## config.mk

```make
export PLATFORM = sky130hd
export DESIGN_NAME = div_phase_sched
export DESIGN_NICKNAME = d
export VERILOG_FILES = /design/src/rtl/div_sched_pkg.sv /design/src/rtl/div_phase_chan.sv /design/src/rtl/div_phase_sched.sv
export SDC_FILE = /design/constraint.sdc
export NUM_CORES = 1
export LEC_CHECK = 0
export CAP_MARGIN = 20
export CORE_UTILIZATION = 45
export CTS_BUF_LIST = sky130_fd_sc_hd__clkbuf_8 sky130_fd_sc_hd__clkbuf_16
export CTS_CLUSTER_DIAMETER = 100
export DETAILED_ROUTE_END_ITERATION = 8
export HOLD_SLACK_MARGIN = 0.12
export PLACE_DENSITY = 0.67
export SYNTH_ARGS = -nofsm -noshare
export SYNTH_HDL_FRONTEND = slang
export SYNTH_SLANG_ARGS = --single-unit
```

## constraint.sdc

```tcl
create_clock -name clk50m -period 2.47 [get_ports clk50m]
set_input_delay 0.494 -clock clk50m [delete_from_list [all_inputs] [get_ports clk50m]]
set_output_delay 0.494 -clock clk50m [all_outputs]
set_load 0.1 [all_outputs]
```

## src/rtl/div_sched_pkg.sv

```systemverilog
// Shared constants for the phase-delayed divided-clock scheduler.
// State codes are plain constants so legacy code can still compare them directly.
package div_sched_pkg;

   localparam int unsigned CNT_W_DEF    = 30;
   localparam int unsigned DEF_HALF_50K = 499;

   typedef logic [1:0] state_t;

   localparam state_t IDLE   = 2'd0;
   localparam state_t ARM    = 2'd1;
   localparam state_t RUN    = 2'd2;
   localparam state_t RELOAD = 2'd3;

endpackage

```

## src/rtl/div_phase_chan.sv

```systemverilog
// One divided-clock channel: counts half-periods while enabled and toggles clk_out.
// tick marks each rising edge; fall flags the cycle whose edge turns clk_out 1->0.
module div_phase_chan
   import div_sched_pkg::*;
#(
   parameter int unsigned CNT_W = CNT_W_DEF
) (
   input  logic             clk50m,
   input  logic             rst_n,
   input  logic             en,
   input  logic             clr,
   input  logic [CNT_W-1:0] half,
   output logic             clk_out,
   output logic             tick,
   output logic             fall
);

   logic [CNT_W-1:0] pcnt;
   logic             wrap;

   assign wrap = en & (pcnt == half);
   assign fall = wrap & clk_out;

   always_ff @(posedge clk50m or negedge rst_n) begin
      if (!rst_n) begin
         pcnt    <= '0;
         clk_out <= 1'b0;
         tick    <= 1'b0;
      end else if (clr) begin
         pcnt    <= '0;
         clk_out <= 1'b0;
         tick    <= 1'b0;
      end else begin
         tick <= wrap & ~clk_out;
         if (wrap) begin
            pcnt    <= '0;
            clk_out <= ~clk_out;
         end else if (en) begin
            pcnt <= pcnt + 1'b1;
         end
      end
   end

endmodule

```

## src/rtl/div_phase_sched.sv

```systemverilog
// Scheduler for NCH phase-delayed divided clocks: arm/stagger/run sequencing plus
// reconfiguration applied on a channel-0 period boundary. Optional macro: DIV_SCHED_PERIOD_CNT_EN.
module div_phase_sched
   import div_sched_pkg::*;
#(
   parameter int unsigned NCH      = 2,
   parameter int unsigned CNT_W    = CNT_W_DEF,
   parameter int unsigned DEF_HALF = DEF_HALF_50K
) (
   input  logic                 clk50m,
   input  logic                 rst_n,
   input  logic                 run,
   input  logic                 cfg_valid,
   output logic                 cfg_ready,
   input  logic [CNT_W-1:0]     cfg_half,
   input  logic [NCH*CNT_W-1:0] cfg_delay,
   output logic                 cfg_err,
   output logic                 busy,
   output logic [NCH-1:0]       clk_out,
   output logic [NCH-1:0]       tick,
   output logic [15:0]          period_cnt
);

   localparam logic [NCH-1:0] RELOAD_SRC = NCH'(1);

   state_t               state, state_nx;
   logic [CNT_W-1:0]     half_r, sh_half, dcnt;
   logic [NCH*CNT_W-1:0] delay_r, sh_delay;
   logic                 pending, err_r;
   logic [NCH-1:0]       en, en_eff, fall;
   logic                 accept, cfg_ok, drop, go_reload, all_en, chan_clr;

   assign cfg_ready = (state == IDLE) | ((state == RUN) & ~pending);
   assign busy      = (state != IDLE);
   assign cfg_err   = err_r;
   assign accept    = cfg_valid & cfg_ready;
   assign cfg_ok    = accept & (cfg_half != '0);
   assign drop      = (state != IDLE) & ~run;
   // Only channel 0 paces reloads; the mask keeps the selection explicit.
   assign go_reload = (state == RUN) & run & pending & (|(fall & RELOAD_SRC));
   assign all_en    = &en_eff;
   assign chan_clr  = ~((state == ARM) | (state == RUN)) | ~run | go_reload;

   // A channel counts from the very cycle its delay matches, ahead of the en register.
   always_comb begin
      en_eff = '0;
      for (int unsigned i = 0; i < NCH; i++) begin
         en_eff[i] = en[i] | ((state == ARM) && (dcnt == delay_r[i*CNT_W +: CNT_W]));
      end
   end

   always_comb begin
      state_nx = state;
      case (state)
         IDLE:    if (run) state_nx = ARM;
         ARM:     if (!run) state_nx = IDLE; else if (all_en) state_nx = RUN;
         RUN:     if (!run) state_nx = IDLE; else if (go_reload) state_nx = RELOAD;
         RELOAD:  state_nx = run ? ARM : IDLE;
         default: state_nx = IDLE;
      endcase
   end

   always_ff @(posedge clk50m or negedge rst_n) begin
      if (!rst_n) begin
         state    <= IDLE;
         half_r   <= CNT_W'(DEF_HALF);
         delay_r  <= '0;
         sh_half  <= '0;
         sh_delay <= '0;
         pending  <= 1'b0;
         dcnt     <= '0;
         en       <= '0;
         err_r    <= 1'b0;
      end else begin
         state <= state_nx;
         err_r <= accept & (cfg_half == '0) & ~drop;
         case (state)
            IDLE: begin
               dcnt    <= '0;
               en      <= '0;
               pending <= 1'b0;
               if (cfg_ok) begin
                  half_r  <= cfg_half;
                  delay_r <= cfg_delay;
               end
            end
            ARM: begin
               if (dcnt != '1) dcnt <= dcnt + 1'b1;
               en <= run ? en_eff : '0;
            end
            RUN: begin
               if (!run) begin
                  en      <= '0;
                  pending <= 1'b0;
               end else begin
                  if (go_reload) en <= '0;
                  if (cfg_ok) begin
                     sh_half  <= cfg_half;
                     sh_delay <= cfg_delay;
                     pending  <= 1'b1;
                  end
               end
            end
            default: begin
               dcnt    <= '0;
               en      <= '0;
               pending <= 1'b0;
               if (run) begin
                  half_r  <= sh_half;
                  delay_r <= sh_delay;
               end
            end
         endcase
      end
   end

   for (genvar g = 0; g < NCH; g++) begin : g_chan
      div_phase_chan #(.CNT_W(CNT_W)) u_chan (
         .clk50m  (clk50m),
         .rst_n   (rst_n),
         .en      (en_eff[g]),
         .clr     (chan_clr),
         .half    (half_r),
         .clk_out (clk_out[g]),
         .tick    (tick[g]),
         .fall    (fall[g])
      );
   end

`ifdef DIV_SCHED_PERIOD_CNT_EN
   logic [15:0] pc_r;

   always_ff @(posedge clk50m or negedge rst_n) begin
      if (!rst_n) begin
         pc_r <= '0;
      end else if ((state == IDLE) || (state == RELOAD) || drop) begin
         pc_r <= '0;
      end else if (tick[0]) begin
         pc_r <= pc_r + 1'b1;
      end
   end

   assign period_cnt = pc_r;
`else
   assign period_cnt = '0;
`endif

endmodule

```

==> results of run 1 <==
logic make-up (layout without fill, tap and decap cells):
group / after synthesis / count (layout) / share of synthesized area, %
and+or+nand+nor: 428 / 428 / 15.1
DFF: 280 / 280 / 48.6
AOI/OAI and AO/OA: 212 / 212 / 8.20
muxes: 182 / 182 / 13.4
xor gates and xnor gates: 166 / 166 / 10.1
buffers and inverters: 122 / 322 / 4.06
adders and majority gates: 6 / 6 / 0.520
other: 1 / 16 / 0.0260
final timing paths:
path	to	slack, ns	depth (start not counted)
hold / removal	g_chan[1].u_chan.pcnt[9]$_DFFE_PN0P_	0.49	2
max in group asynchronous	dcnt[19]$_DFFE_PN0P_	1.21	3
setup reg to reg	g_chan[1].u_chan.pcnt[6]$_DFFE_PN0P_	0.02	11
min in group clk50m	sh_delay[44]$_DFFE_PN0P_	0.50	1
hold reg to reg	sh_delay[44]$_DFFE_PN0P_	0.50	1
setup / recovery	g_chan[1].u_chan.pcnt[6]$_DFFE_PN0P_	0.02	11
layout by cell type (no fill, tap or decap), types with 8 or more instances in the layout:
cell,netlist,layout
and3_1,11,11
nor4_2,3,8
mux2i_1,92,92
dfrtp_1,273,264
inv_1,12,13
xnor2_1,99,96
mux2_2,90,90
a21oi_1,137,135
buf_4,21,138
xor2_1,66,66
and4_1,9,8
nand2_1,41,41
buf_12,0,16
conb_1,1,16
clkbuf_16,0,34
nand3_1,37,36
clkinv_2,0,8
or3_1,16,16
dfrtp_2,0,9
nor3_1,24,23
nor4_1,31,23
nand4_1,39,39
clkdlybuf4s50_1,0,92
o21ai_0,44,43
nor2_1,175,172
layout make-up:
type	instances	area (um^2)	share of cell area [%]
Multi-Input combinational cell	1010	7140	39.3
Tap cell	402	503	2.77
Sequential cell	280	7030	38.7
Clock buffer	35	831	4.58
Inverter	12	45.0	0.248
Clock inverter	22	218	1.20
Timing Repair Buffer	253	2400	13.2
timing repair:
| action | 4_1_cts | 5_1_grt |
|---|---|---|
| resized for setup | 4 | 40 |
| buffers inserted | 0 | 6 |
| pin swaps | 0 | 14 |
| hold endpoints to repair | 53 | 0 |
| endpoints found under the setup margin | 4 | 94 |
| cloned | 0 | 3 |
| hold buffers | 1 | 0 |
flip-flops by register name (all words and copies together), names as in the netlist, 2 cells and up:
register and count:
g_chan.u_chan.pcnt 60, en 2, sh_delay 60, delay_r 60
g_chan.u_chan.tick 2, half_r 30, dcnt 30, state 2
sh_half 30, g_chan.u_chan.clk_out 2
through the flow:
step	setup WS (ns)	hold WS, ns	cells
final	0.0177	0.487	2014
after global routing	-0.0515	0.516	2014
after CTS	-0.00310	0.485	2005
after detailed placement	-0.263	0.492	1947
after global placement	-0.220	0.484	1947
after floorplan	0.0972	0.198	1412
report_power, final:
group	leakage, nW	switching [mW]	internal, mW
sequential	3.58	1.18	6.23
combinational	3.68	3.78	3.54
clock	0.524	1.96	2.74
per-layer routing:
| layer | track usage, % | wire [um] | share of wire (%) | up-vias |
|---|---|---|---|---|
| met3 | 2.90 | 1400 | 3.8 | 71 |
| met4 | 6.68 | 1110 | 3.0 | 0 |
| li1 | - | - | - | 5269 |
| met1 | 29.1 | 15600 | 42 | 5416 |
| met2 | 37.8 | 18600 | 51 | 267 |
| met5 | 0 | 0 | 0 | - |
critical path, cell delays in order, from the launching register on:
cell and delay [ns]:
dfrtp_1 0.41, inv_2 0.09, ha_4 0.17, buf_4 0.13, nand4_1 0.12, nor4_4 0.33
buf_4 0.17, a31oi_4 0.10, nor2_1 0.19, a41o_1 0.29, buf_12 0.23, a211oi_1 0.07
synthesized netlist by cell type, types with 11 or more instances:
cell,count,area (um^2)
xor2_1,66,578
o21ai_0,44,220
clkbuf_1,64,240
mux2_2,90,1010
nor4_1,31,194
nand4_1,39,244
nand2_1,41,154
xnor2_1,99,867
and3_1,11,68.8
buf_4,21,158
dfrtp_1,273,6830
a21oi_1,137,686
buf_2,22,110
mux2i_1,92,921
or3_1,16,100
nor3_1,24,120
nand3_1,37,185
inv_1,12,45.0
nor2_1,175,657
==> flow_summary.json, run 1 <==
{
  "synth_ff_type": "dfrtp_1",
  "cts_tree": "yes",
  "skew_ns": 0.0144,
  "critPathKind": "reg -> reg",
  "p_leak_nw": 7.79,
  "htree_levels": 1,
  "die_width_um": 181,
  "antenna_found_initial": 0,
  "clkSlewWorstSetupHoldPaths_ns": 0.06,
  "cp-start-kind": "register",
  "syn_avg_cell_area_um2": 10.3,
  "fill_cells": 2685,
  "clockBufferDepth": 3,
  "vias_per_cell": 5.47,
  "setup_tns_ns": 0,
  "clock_latency_ns": 0.58,
  "core_area_um2": 31600,
  "status": "finished clean",
  "drt_first_pass_iters": 8,
  "numCtsBuffers": 31,
  "crit_arrival_ns": 2.89,
  "die_h_um": 181,
  "final_area_um2": 18200,
  "wire_per_inst_um": 18.2,
  "relSlewSlack_pct": 47.5,
  "gp_congestion": 0.923,
  "fin_crit_sh_pct": 99.3,
  "critPathMaxFanout": 32,
  "place_area_um2": 16800,
  "grt_pass1_vias": 10800,
  "routed_wirelength_mm": 36.7,
  "core.rowCount": 65,
  "finalSetupViolations": 0,
  "ys_seq_area_share_pct": 48.6,
  "drtIter0Drc": 765,
  "drv_slew": 0,
  "route.antenna.remaining_nets": 0,
  "grt_pass1_wl_mm": 58.0,
  "period_needed_ns": 2.45,
  "hold_viol": 0,
  "reg2reg_from": "state[1]$_DFFE_PN0P_",
  "synthDistinctLibCells": 59,
  "drive_gt1_share_pct": 22.8,
  "nNetsFinal": 1688,
  "worst_ep_required_time_ns": 2.90,
  "rsz0062_at_grt": "true",
  "vias": 11000,
  "synth-async-reset-ratio_pct": 100,
  "yosysWarnings": 0,
  "peakVddDrop_mv": 0.706,
  "root_buffer": "clkbuf_16",
  "netlist_area_um2": 14400,
  "worstMarginPinSlew_ns": 0.787,
  "grt_max_degree": 66,
  "ys_seq_elements": 280,
  "total_power_mw": 19.4,
  "synthCells": 1397,
  "fmax_mhz": 408,
  "final_util_pct": 57.5,
  "io_buffers": 100,
  "initial_utilization_pct": 45.8,
  "post-dp-hpwl_mm": 26.1,
  "drv_cap": 0,
  "design.die.area_um2": 32800,
  "drc_errors": 0,
  "pin_count": 117,
  "startpoint": "state[1]$_DFFE_PN0P_",
  "area_growth_pct": 25.7,
  "endpoint_kind": "register",
  "diodes": 0,
  "min_path_type": "in -> async",
  "power_density_nw_per_um2": 1070,
  "synth_edf_count": 0,
  "cts_num_sinks": 280,
  "overflow": 0,
  "grt_use_total_pct": 22.1
}
(Power assumes the default switching activity.)
==> inputs of run 2 (changes only) <==
- CORE_UTILIZATION: 45 -> 30
- PLACE_DENSITY: 0.67 -> unset
==> run 2 against run 1 <==
Compared with the run above:
- critical path type unchanged
- global-route usage decreased by 6.1 points
- die area is 49% higher
- sequential share of layout area decreased by 1.7 points
- hold slack worse by 0.047 ns
- via count grew 1.8%
- combinational power increased by 1%
- non-clock buffer count increased by 29
- sequential power grew 0.7%
- utilization fell by 18 points
- maximum frequency about the same
==> flow_summary.json, run 2 (same netlist as run 1, synthesis figures left out) <==
{
  "status": "finished clean",
  "power_density_nw_per_um2": 1060,
  "slowest_stage": "or4b_4",
  "cts_num_sinks": 280,
  "clock_latency_ns": 0.55,
  "skew_ns": 0.0254,
  "routed_wirelength_mm": 40.3,
  "place_area_um2": 17200,
  "vias": 11200,
  "grt_pass1_vias": 11200,
  "min_path_type": "in -> async",
  "gp_congestion": 0.881,
  "drtIter0Drc": 647,
  "worst_ep_required_time_ns": 2.93,
  "root_buffer": "clkbuf_16",
  "final_common_cell": "dfrtp_1",
  "hold_viol": 0,
  "cp-start-kind": "register",
  "drv_slew": 0,
  "drc_errors": 0,
  "initial_utilization_pct": 30.3,
  "wire_per_inst_um": 17.8,
  "critPathKind": "reg -> reg",
  "htree_levels": 2,
  "antenna_found_initial": 1,
  "pin_count": 117,
  "io_buffers": 100,
  "fmax_mhz": 408,
  "path_cells": "inv_2 > ha_4 > buf_6 > nand4_1 > nor4_2 > a41oi_2 > or2_4 > or4b_4 > a21oi_2",
  "grt_use_total_pct": 16.0,
  "critPathMaxFanout": 4,
  "period_needed_ns": 2.45,
  "diodes": 0,
  "peakVddDrop_mv": 0.570,
  "nNetsFinal": 1722,
  "core_area_um2": 47600,
  "relSlewSlack_pct": 45.5,
  "die_width_um": 221,
  "r2r_cells": 9,
  "worst-path-buf-inv": 2,
  "multi_input_area_um2": 7290,
  "regArea_um2": 7030,
  "rsz0062_at_grt": "true",
  "reg2reg_from": "state[1]$_DFFE_PN0P_",
  "crit_arrival_ns": 2.91,
  "worstMarginPinSlew_ns": 0.815,
  "p_leak_nw": 8.04,
  "post-dp-hpwl_mm": 28.2,
  "overflow": 0,
  "route.antenna.remaining_nets": 0,
  "grt_pass1_wl_mm": 61.8,
  "drv_cap": 0,
  "core.rowCount": 80,
  "drt_first_pass_iters": 5,
  "grt_max_degree": 87,
  "endpoint_kind": "register",
  "die_h_um": 221,
  "clockBufferDepth": 3,
  "fill_cells": 4605,
  "worst_r2r_endpoint": "g_chan[1].u_chan.pcnt[5]$_DFFE_PN0P_",
  "r2r_slack_ns": 0.02,
  "fin_cells": 2260,
  "setup_tns_ns": 0,
  "final_area_um2": 19000,
  "design.die.area_um2": 49000,
  "slowest_delay_ns": 0.52,
  "drive_gt1_share_pct": 26.1,
  "clkSlewWorstSetupHoldPaths_ns": 0.06,
  "area_growth_pct": 31.4,
  "cts_tree": "yes",
  "crit_family": "simple AND/OR/NAND/NOR gates",
  "place_inst": 2177,
  "mostFrequentLayoutCells": "dfrtp_1, nor2_1, buf_4",
  "largestRegisters": "delay_r (60), g_chan.u_chan.pcnt (60), sh_delay (60)",
  "finalSetupViolations": 0,
  "vias_per_cell": 4.97,
  "fin_crit_sh_pct": 99.2,
  "numCtsBuffers": 35
}
run 2: cell types whose count changed in the layout (fill, tap and decap cells not counted), sizes merged:
cell      previous run  this run
clkinvlp             4         3
clkbuf              38        42
a311oi               1         2
buf                157       186
inv                 18        19
bufinv               3         4
clkinv               9         7
run 2: routing by layer:
| layer | track usage [%] | wire length, um |
|---|---|---|
| met4 | 5.44 | 1160 |
| met2 | 27.1 | 20200 |
| met3 | 3.51 | 2120 |
| met1 | 20.0 | 16800 |
| met5 | 0 | 9 |
run 2: worst register-to-register path: stages, from the launching register on:
cell and delay [ns]:
dfrtp_1 0.39, inv_2 0.08, ha_4 0.17, buf_6 0.10
nand4_1 0.11, nor4_2 0.32, a41oi_2 0.23, or2_4 0.33
or4b_4 0.52, a21oi_2 0.12
run 2: repair_timing:
action	4_1_cts	5_1_grt
buffers inserted	1	15
gates cloned	0	6
hold endpoints to repair	40	0
setup endpoints to repair	42	163
hold buffers	1	0
pin swaps	3	32
resized for setup	10	92
run 2: report_power, final:
group	total (mW)	switching, mW	internal [mW]
logic	7.41	3.82	3.59
registers	7.47	1.23	6.24
clock network	5.20	2.04	3.16
total	20.1	7.08	13.0
run 2: stage by stage:
step	util, %	total power [mW]	setup WS [ns]	hold WS [ns]
after detailed placement	36.0	14.5	-0.417	0.426
after global placement	36.0	14.3	-0.387	0.427
after CTS	38.6	19.8	-0.0360	0.441
after global routing	39.8	21.3	-0.0738	0.465
final	39.8	20.1	0.0200	0.440
after floorplan	-	12.0	0.0972	0.198
run 2: layout make-up:
cell class                      count  share of cell area (%)
Timing Repair Buffer              282                    14.1
Tap cell                          615                    4.05
Clock inverter                     21                    1.16
Multi-Input combinational cell   1011                    38.4
Clock buffer                       39                    4.96
Inverter                           12                   0.237
Sequential cell                   280                    37.0
run 2: how the worst max path moves through the flow:
stage	from	end	slack (ns)	depth (start not counted)
global route	state[1]$_DFFE_PN0P_	g_chan[1].u_chan.pcnt[5]$_DFFE_PN0P_	-0.07	9
global placement	cfg_half[13]	half_r[9]$_DFFE_PN0P_	-0.39	10
finish	state[1]$_DFFE_PN0P_	g_chan[1].u_chan.pcnt[5]$_DFFE_PN0P_	0.02	9
detailed placement	cfg_half[13]	half_r[29]$_DFFE_PN0P_	-0.42	10
CTS	dcnt[0]$_DFFE_PN0P_	g_chan[0].u_chan.pcnt[4]$_DFFE_PN0P_	-0.04	9
floorplan	state[0]$_DFFE_PN0P_	delay_r[32]$_DFFE_PN0P_	0.1	11
==> inputs of run 3 (changes only) <==
- CORE_UTILIZATION: 30 -> 53
- PLACE_DENSITY: unset -> 0.77
- TNS_END_PERCENT: unset -> 5
==> run 3 against run 2 <==
Compared with the run above:
- non-clock buffer count down 39
- critical path depth down 2
- utilization up 27 points
- sequential share of layout area up 2.0 points
- final area down 5.2%
- clock-buffer cell count is 6 lower
- via count about the same
- routed wire length is 10% lower
- register-to-register slack improved by 0.02 ns
- critical endpoint is now busy
==> flow_summary.json, run 3 (same netlist as run 1, synthesis figures left out) <==
{
  "pin_count": 117,
  "gp_congestion": 0.919,
  "drv_cap": 0,
  "vias_per_cell": 5.78,
  "nNetsFinal": 1677,
  "p_leak_nw": 7.72,
  "drc_errors": 0,
  "swShare_pct": 35.3,
  "wire_per_inst_um": 18.7,
  "grt_pass1_wl_mm": 57.6,
  "io_buffers": 100,
  "status": "finished clean",
  "p_int_mw": 12.5,
  "largestRegisters": "delay_r (60), g_chan.u_chan.pcnt (60), sh_delay (60)",
  "endpoint_kind": "primary output",
  "power_density_nw_per_um2": 1080,
  "p_clk_share_pct": 24.5,
  "clockBufferDepth": 3,
  "r2r_slack_ns": 0.04,
  "critPathKind": "reg -> out",
  "rsz0062_at_grt": "true",
  "cts_num_sinks": 280,
  "die_width_um": 167,
  "fin_cells": 1940,
  "cts_tree": "yes",
  "diodes": 0,
  "clkSlewWorstSetupHoldPaths_ns": 0.06,
  "switchingPower_mw": 6.83,
  "worst_ep_required_time_ns": 1.98,
  "grt_pass1_vias": 11200,
  "path_cells": "buf_6 > inv_1 > buf_4 > ha_4 > buf_12 > clkinvlp_4 > buf_12",
  "setup_tns_ns": 0,
  "numCtsBuffers": 30,
  "drive_gt1_share_pct": 22.1,
  "core.rowCount": 60,
  "grt_max_degree": 68,
  "area_growth_pct": 24.6,
  "htree_levels": 1,
  "initial_utilization_pct": 53.7,
  "crit_arrival_ns": 1.97,
  "relSlewSlack_pct": 39.6,
  "period_needed_ns": 2.46,
  "grt_use_total_pct": 25.8,
  "post-dp-hpwl_mm": 25.3,
  "peakVddDrop_mv": 0.643,
  "slowest_delay_ns": 0.42,
  "reg2reg_from": "dcnt[22]$_DFFE_PN0P_",
  "total_power_mw": 19.4,
  "core_area_um2": 26900,
  "overflow": 0,
  "min_path_type": "in -> async",
  "drtIter0Drc": 974,
  "drt_first_pass_iters": 5,
  "final_common_cell": "dfrtp_1",
  "cp-start-kind": "register",
  "skew_ns": 0.0123,
  "mostFrequentLayoutCells": "dfrtp_1, nor2_1, a21oi_1",
  "routed_wirelength_mm": 36.3,
  "antenna_found_initial": 0,
  "design.die.area_um2": 27900,
  "sequentialPowerShare_pct": 38.6,
  "route.antenna.remaining_nets": 0,
  "r2r_cells": 8,
  "root_buffer": "clkbuf_16",
  "p_comb_share_pct": 36.9,
  "vias": 11200,
  "die_h_um": 167,
  "worstMarginPinSlew_ns": 0.905,
  "fin_crit_sh_pct": 99.6,
  "critPathMaxFanout": 17,
  "drv_slew": 0,
  "slowest_stage": "dfrtp_1",
  "worst_r2r_endpoint": "g_chan[1].u_chan.pcnt[5]$_DFFE_PN0P_",
  "cp_common_cell": "buf_12",
  "place_inst": 1868,
  "fmax_mhz": 407,
  "finalSetupViolations": 0,
  "clock_latency_ns": 0.56,
  "hold_viol": 0
}
[run 3: changes by cell type in the layout (fill, tap and decap cells not counted), sizes merged]
cell      before  now
buf          186  148
clkinvlp       3    5
clkbuf        42   35
clkinv         7    8
a311oi         2    1
inv           19   15
bufinv         4    5
[run 3: per-layer routing]
metal  track usage [%]  share of wire [%]  vias to the layer above
met3              3.85                5.0                      103
met4              11.9                4.5                        0
met1              31.8                 40                     5493
li1                  -                  -                     5228
met2              44.6                 50                      395
met5                 0                  0                        -
[run 3: cell type report]
class,count,area (um^2)
Tap cell,341,427
Timing Repair Buffer,243,2320
Fill cell,2042,8880
Sequential cell,280,7020
Clock inverter,21,250
Multi-Input combinational cell,1010,7120
Clock buffer,33,803
Inverter,12,48.8
[run 3: how the worst max path moves through the flow]
stage                                     from                        to  slack, ns  depth (start not counted)
final                     state[0]$_DFFE_PN0P_                      busy       0.01                          7
after detailed placement          cfg_half[13]  sh_delay[12]$_DFFE_PN0P_      -0.51                          8
after global routing      state[0]$_DFFE_PN0P_                      busy      -0.07                          7
after global placement            cfg_half[28]  sh_delay[34]$_DFFE_PN0P_      -0.47                          8
after CTS                 state[0]$_DFFE_PN0P_                      busy      -0.02                          7
after floorplan           state[0]$_DFFE_PN0P_   delay_r[32]$_DFFE_PN0P_        0.1                         11
[run 3: per-stage QoR]
| step | util, % | setup slack, ns | hold slack (ns) | instance area (um^2) |
|---|---|---|---|---|
| floorplan | - | 0.0972 | 0.198 | 14500 |
| global placement | 61.7 | -0.469 | 0.482 | 16600 |
| detailed placement | 61.7 | -0.506 | 0.480 | 16600 |
| CTS | 65.7 | -0.0196 | 0.496 | 17700 |
| global route | 67.0 | -0.0651 | 0.519 | 18000 |
| finish | 67.0 | 0.0101 | 0.484 | 18000 |
[run 3: critical path, delay by kind of cell (launching register included)]
family / cells / cell delay (ns)
flip-flops: 1 / 0.42
buffers and inverters: 6 / 0.82
adder cells (fa/ha/maj): 1 / 0.17
[run 3: power groups by stage]
stage	Clock, mW	Sequential (mW)	Combinational (mW)
detailed placement	0	7.50	6.81
finish	4.75	7.47	7.15
global route	4.98	7.64	7.79
global placement	0	7.43	6.61
CTS	4.81	7.45	6.94
floorplan	0	7.10	4.85
[run 3: what timing repair did]
item,CTS,global route
setup endpoints to repair,13,149
gates resized for setup,7,39
pin swaps,0,17
hold endpoints to repair,50,0
buffers inserted,0,14
gates cloned,0,3
hold buffers,1,0
==> patch (settings of run 1) <==
Add an input register stage for `cfg_half`, with the module's reset; this delays it by one clock. The other inputs are not delayed to match.
--- a/src/rtl/div_phase_sched.sv
+++ b/src/rtl/div_phase_sched.sv
@@ -23,6 +23,16 @@
 
    localparam logic [NCH-1:0] RELOAD_SRC = NCH'(1);
 
+   logic [CNT_W-1:0] cfg_half_q;
+
+   always_ff @(posedge clk50m or negedge rst_n) begin
+      if (!rst_n) begin
+         cfg_half_q <= '0;
+      end else begin
+         cfg_half_q <= cfg_half;
+      end
+   end
+
    state_t               state, state_nx;
    logic [CNT_W-1:0]     half_r, sh_half, dcnt;
    logic [NCH*CNT_W-1:0] delay_r, sh_delay;
@@ -34,7 +44,7 @@
    assign busy      = (state != IDLE);
    assign cfg_err   = err_r;
    assign accept    = cfg_valid & cfg_ready;
-   assign cfg_ok    = accept & (cfg_half != '0);
+   assign cfg_ok    = accept & (cfg_half_q != '0);
    assign drop      = (state != IDLE) & ~run;
    // Only channel 0 paces reloads; the mask keeps the selection explicit.
    assign go_reload = (state == RUN) & run & pending & (|(fall & RELOAD_SRC));
@@ -73,14 +83,14 @@
          err_r    <= 1'b0;
       end else begin
          state <= state_nx;
-         err_r <= accept & (cfg_half == '0) & ~drop;
+         err_r <= accept & (cfg_half_q == '0) & ~drop;
          case (state)
             IDLE: begin
                dcnt    <= '0;
                en      <= '0;
                pending <= 1'b0;
                if (cfg_ok) begin
-                  half_r  <= cfg_half;
+                  half_r  <= cfg_half_q;
                   delay_r <= cfg_delay;
                end
             end
@@ -95,7 +105,7 @@
                end else begin
                   if (go_reload) en <= '0;
                   if (cfg_ok) begin
-                     sh_half  <= cfg_half;
+                     sh_half  <= cfg_half_q;
                      sh_delay <= cfg_delay;
                      pending  <= 1'b1;
                   end
Function: changed (a bounded check fails within 4 cycles, from zero or initial values and one cycle with rst_n low).
==> patch against run 1 <==
- the run now ends with setup timing left
- sequential share of layout area grew 1.6 points
- worst setup slack lost 0.084 ns
- sequential cell count grew 30
- design area grew 6.1%
- power grew 6.2%
- first-iteration DRC count grew 5.0%
- routed wire length grew 5.7%
- synthesized area grew 6.2%
- fmax shrank 3.3%
==> patch: results (changes against run 1) <==
Status
  – Status: finished with violations
  – Violated checks: setup timing

STA
  – # setup viols final: 28 (+28)
  – Relative slew slack: 54.6% (+7.1 points)
  – Setup_tns: -0.965 ns (-0.965 ns)
  – Setup WS post-layout: -0.0663 ns (-0.0840 ns)

Place
  – Gpl congestion: 0.952 (+3.2%)
  – Hpwl dp: 27.0 mm (+3.6%)

Cells and area
  – # fillers: 2835 (+5.6%)
  – Invs w/o clock: 16 (+4)
  – Register area: 0.00777 sq mm (+11%)
  – Number of clock-tree buffers in the layout: 43 (+23%)
  – Final core occ: 57.5% (-0.079 points)
  – Layout cell share with drive strength beyond 1: 22.5% (-0.35 points)
  – Post-layout nets: 1712 (+1.4%)

Global route
  – Met2 Resource Use GR: 37.8% (about the same)
  – Gr usage total: 22.2% (+0.11 points)
  – Largest net degree at the start of global routing: 78 (+18%)
  – Met1 usage: 29.0% (-0.077 points)

Route
  – Routed met3 length: 1.54 mm (+9.5%)
  – Via/cell ratio: 5.45 (-0.46%)

Critical path
  – R2R depth: 10 (-1)
  – Worst setup path endpoint: g_chan[1].u_chan.pcnt[27]$_DFFE_PN0P_

Power
  – LEAKAGE: 8.60 nW (+11%)
  – Cell-internal power: 13.5 mW (+7.8%)
  – Clk power: 5.74 mW (+22%)

Synth
  – Top post-synthesis cells by count: dfrtp_1 (303), nor2_1 (176), xor2_1 (142)
  – Mapped Avg Cell Area: 10.6 sq um (+2.6%)
  – Netlist cell types: 66 (+12%)

Floorplan
  – Tapcells: 448 (+11%)

Clock network
  – CTS Buf Count: 36 (+16%)
## patch: changes by cell type in the layout (fill, tap and decap cells not counted), sizes merged, moves of 5 or more
cell | before | now
clkinv | 9 | 3
o21ai | 44 | 51
xor2 | 66 | 143
and3 | 11 | 22
dfrtp | 273 | 303
inv | 18 | 25
nand2 | 41 | 53
and4 | 9 | 4
clkbuf | 38 | 45
nor3 | 26 | 14
nor4 | 34 | 40
xnor2 | 100 | 20
buf | 157 | 124
## patch: repair_timing
| item | 4_1_cts | 5_1_grt |
|---|---|---|
| pin swaps | 7 | 17 |
| cloned | 0 | 3 |
| setup buffers | 1 | 10 |
| setup endpoints to repair | 65 | 207 |
| gates resized for setup | 9 | 71 |
| hold buffers | 1 | 0 |
| hold endpoints to repair | 63 | 0 |
## patch: cell families (layout without fill, tap and decap cells)
group,Yosys count,after routing
DFF,310,310
adders and majority gates,7,7
AOI/OAI and AO/OA,216,216
and+or+nand+nor,442,442
muxes,184,184
other,1,16
xor gates and xnor gates,163,163
buffers and inverters,123,299
